## config.mk

```make
export PLATFORM = sky130hd
export DESIGN_NAME = rr_grant_reg
export DESIGN_NICKNAME = d
export VERILOG_FILES = /design/src/rtl/rr_grant_reg.sv
export SDC_FILE = /design/constraint.sdc
export NUM_CORES = 1
export LEC_CHECK = 0
export BUFFER_PORTS_ARGS = -buffer_cell sky130_fd_sc_hd__clkbuf_2
export CAP_MARGIN = 20
export CORE_AREA = 2 2 39 41
export CTS_CLUSTER_SIZE = 12
export DETAILED_ROUTE_END_ITERATION = 8
export DIE_AREA = 0 0 41 43
export PLACE_DENSITY = 0.45
export RECOVER_POWER = 50
export SLEW_MARGIN = 20
export SYNTH_ARGS = -nofsm -noshare
export SYNTH_HDL_FRONTEND = slang
export SYNTH_SLANG_ARGS = --single-unit
```

## constraint.sdc

```tcl
create_clock -name CLK -period 2.25 [get_ports CLK]
set_input_delay 0.45 -clock CLK [delete_from_list [all_inputs] [get_ports CLK]]
set_output_delay 0.45 -clock CLK [all_outputs]
set_load 0.01 [all_outputs]
```

## src/rtl/rr_grant_reg.sv

```systemverilog
// Registered round-robin arbiter: one-hot grant held under a valid/ready handshake,
// with a priority pointer that rotates past each accepted winner.
module rr_grant_reg #(
  parameter int unsigned N = 2
) (
  input  logic         CLK,
  input  logic         ASYNCRESETN,
  input  logic [N-1:0] REQ,
  output logic [N-1:0] GNT,
  output logic         GNT_VALID,
  input  logic         GNT_READY
);

  localparam int unsigned PW = (N > 1) ? $clog2(N) : 1;

  typedef enum logic {StIdle, StGrant} state_e;

  state_e        state_q, state_d;
  logic [PW-1:0] ptr_q, ptr_d;
  logic [PW-1:0] win_q, win_d;
  logic [N-1:0]  gnt_q, gnt_d;
  logic          gnt_valid_q, gnt_valid_d;

  logic [PW-1:0] base;
  logic [PW-1:0] idx;
  logic [PW-1:0] win_sel;
  logic          found;

  // While granting, the next winner is searched from the slot after the current one,
  // which is exactly where the pointer lands if this edge completes the handshake.
  always_comb begin
    base    = (state_q == StGrant) ? PW'(win_q + 1'b1) : ptr_q;
    win_sel = base;
    found   = 1'b0;
    idx     = base;
    for (int unsigned i = 0; i < N; i++) begin
      idx = PW'(base + PW'(i));
      if (!found && REQ[idx]) begin
        win_sel = idx;
        found   = 1'b1;
      end
    end
  end

  always_comb begin
    state_d     = state_q;
    ptr_d       = ptr_q;
    win_d       = win_q;
    gnt_d       = gnt_q;
    gnt_valid_d = gnt_valid_q;
    unique case (state_q)
      StIdle: begin
        if (found) begin
          win_d       = win_sel;
          gnt_d       = {{(N-1){1'b0}}, 1'b1} << win_sel;
          gnt_valid_d = 1'b1;
          state_d     = StGrant;
        end
      end
      StGrant: begin
        if (GNT_READY) begin
          ptr_d = PW'(win_q + 1'b1);
          if (found) begin
            win_d = win_sel;
            gnt_d = {{(N-1){1'b0}}, 1'b1} << win_sel;
          end else begin
            gnt_d       = '0;
            gnt_valid_d = 1'b0;
            state_d     = StIdle;
          end
        end
      end
      default: state_d = StIdle;
    endcase
  end

  always_ff @(posedge CLK or negedge ASYNCRESETN) begin
    if (!ASYNCRESETN) begin
      state_q     <= StIdle;
      ptr_q       <= '0;
      win_q       <= '0;
      gnt_q       <= '0;
      gnt_valid_q <= 1'b0;
    end else begin
      state_q     <= state_d;
      ptr_q       <= ptr_d;
      win_q       <= win_d;
      gnt_q       <= gnt_d;
      gnt_valid_q <= gnt_valid_d;
    end
  end

  assign GNT       = gnt_q;
  assign GNT_VALID = gnt_valid_q;

endmodule

```

==> out/qor.yml <==
critical_path:
  critPathRequiredTime_ns: 1.80
  path_max_fanout: 3
  critPathLaunchType: "flop"
  critPathMaxStageDelay_ns: 0.38
  crit_type: "reg2out"
  endpoint_kind: "output port"
  cp.arrival_ns: 0.76
  crit_family: "flip-flops"
  cp.buffers_inverters: 1
  slowest_stage: "dfrtp_1"
  crit_path_cell_trace: "clkbuf_2"
logic_synthesis:
  synth_cells: 29
  syn_area_um2: 290.3
  postSynthNetCount: 34
  yosysUniqueCellTypes: 14
  synth_area_per_cell_um2: 10.01
  yosysWarnings: 0
  yosysTopAreaCell: "dfrtp_1"
  ys_ff_latch: 6
  synth_area_leaders: "dfrtp_1 (52%), a21oi_1 (6.9%), nand2_1 (5.2%), a211oi_2 (4.3%), nand2b_1 (4.3%)"
  seq_area_frac_synth_pct: 51.72
  synth_top_area_share_pct: 51.72
clock_tree:
  cts_inserted_buffers: 3
  cts_setup_buffers: 0
  clk_pin_slew_ns: 0.05
  root_buffer: "clkbuf_4"
  cts_resized: 0
  clk_latency_ns: 0.24
  cts-htree-levels: 1
  cts.path.max_buffers: 2
  hold_buffers: 0
  cts_tree: "done"
  clock_sinks: 6
global_routing:
  grtUsageTotal_pct: 9.302
  antenna_found_initial: 0
  grt_pass1_vias: 270
  grt_max_degree: 9
  overflow: 0
  grt_pass1_wl_um: 1055
drt:
  dr.first_iter.drc_count: 0
  via_per_inst: 4.509
  drc: 0
  drt_wl_total_um: 585
  dr.pass1.iters: 1
  num_vias: 248
  antenna_left: 0
  wire_per_inst_um: 10.64
outcome:
  outcome: "finished clean"
timing:
  period_share_pct: 53.68
  relSlewSlack_pct: 77.64
  drv_slew: 0
  period_minus_slack_ns: 1.208
  rsz0062_at_grt: "no"
  fmax_ghz: 0.8280
  finalSetupViolCount: 0
  hold_violations: 0
  fin_setup_tns_ns: 0
  hold_slack_ns: 0.07477
  worst_pin_slew_ns: 0.3355
  skew_ns: 0.002941
pwr:
  ir_drop_mv: 0.2462
  power_density_mw_per_mm2: 806.4
  p_leak_uw: 0.0001771
  total_power_uw: 295.6
floorplan:
  fp.dieW_um: 41
  num_io_pins: 8
  rows: 14
  die_h_um: 43
  coreArea_mm2: 0.001384
  initial_core_util_pct: 20.98
  dieArea_mm2: 0.001763
place:
  gp_congestion: 0.7018
  dp_cells: 52
  numPortBuffers: 7
  dpl.hpwl_um: 461.7
  post_dp_cell_area_um2: 345.3
finish:
  nets: 46
  drive_above_1_share_pct: 28.21
  final_cell_area_um2: 366.6
  final_cells: 55
  final_cell_mix: "dfrtp_1 (6), clkbuf_2 (6), nand2_1 (4), a21oi_1 (4)"
  n_antenna_cell: 0
  areaGrowthSynthToFinish_pct: 26.29
run:
  cap_violations: 0
worst_hold_path:
  hold_class: "in2async"
## layer usage
layer  wire length, µm  part of all wire [%]  GRT usage [%]  vias to the layer above
met4                 0                     0          8.000                        0
met1               242                    41          10.86                      117
li1                  -                     -              -                      126
met3                42                   7.2          3.141                        0
met2               300                    51          12.81                        5
met5                 0                     0              0                        -
## synth_stat cells
library cell / n
a21bo_2: 1
nand2_1: 4
a211oi_2: 1
dfrtp_1: 6
a21oi_1: 4
mux2i_1: 1
nor2b_1: 1
a21bo_1: 1
o211a_1: 1
nand2b_1: 2
nor2_1: 3
nor3b_1: 1
nor3_1: 2
o21ai_0: 1
## metrics by stage
stage          worst slack [ns]  utilization [%]
2_1_floorplan             1.289                -
3_3_place_gp              1.116            24.95
3_5_place_dp              1.113            24.95
4_1_cts                   1.029            26.58
5_1_grt                   1.005            26.49
6_report                  1.042            26.49
## worst paths after layout
| path | slack [ns] | startpoint | cells past startpoint | to |
|---|---|---|---|---|
| worst max-delay path | 1.04 | GNT[1]$_DFFE_PN0P_ | 1 | GNT[1] |
| worst min-delay path | 0.07 | ASYNCRESETN | 1 | state_q$_DFF_PN0_ |
| worst max register to register | 1.19 | state_q$_DFF_PN0_ | 3 | GNT[1]$_DFFE_PN0P_ |
| worst min register to register | 0.52 | ptr_q$_DFFE_PN0P_ | 2 | ptr_q$_DFFE_PN0P_ |
| max in group asynchronous | 1.93 | ASYNCRESETN | 1 | win_q$_DFFE_PN0P_ |
| min in group CLK | 0.51 | REQ[0] | 3 | state_q$_DFF_PN0_ |
## state kept, by name, summed over array words and instances (netlist names)
name / count
GNT: 2
GNT_VALID: 1
win_q: 1
ptr_q: 1
state_q: 1
## kinds of logic (layout without fill, tap and decap cells)
family          Yosys count  after routing  synth area share, %
compound gates            9              9                23.27
buf+inv                   0             10                    0
flops                     6              6                51.72
mux                       1              1                3.448
simple gates             13             13                21.55
## report_power, final
part	internal, µW	leakage [µW]	switching, µW	total (µW)
sequential	125	0.0000710	12.8	138
combinational	27.8	0.0000922	29.0	56.8
clock	60.5	0.0000138	40.4	101
total	213	0.000177	82.3	296
## cell type report
| class | count | area, µm² |
|---|---|---|
| clock buffers | 3 | 22.52 |
| fillers | 156 | 1017 |
| multi-input cells | 23 | 140.1 |
| flip-flops and latches | 6 | 150.1 |
| well taps | 16 | 20.02 |
| repair buffers | 7 | 33.78 |
No activity file was read; power rests on OpenSTA's default activity.
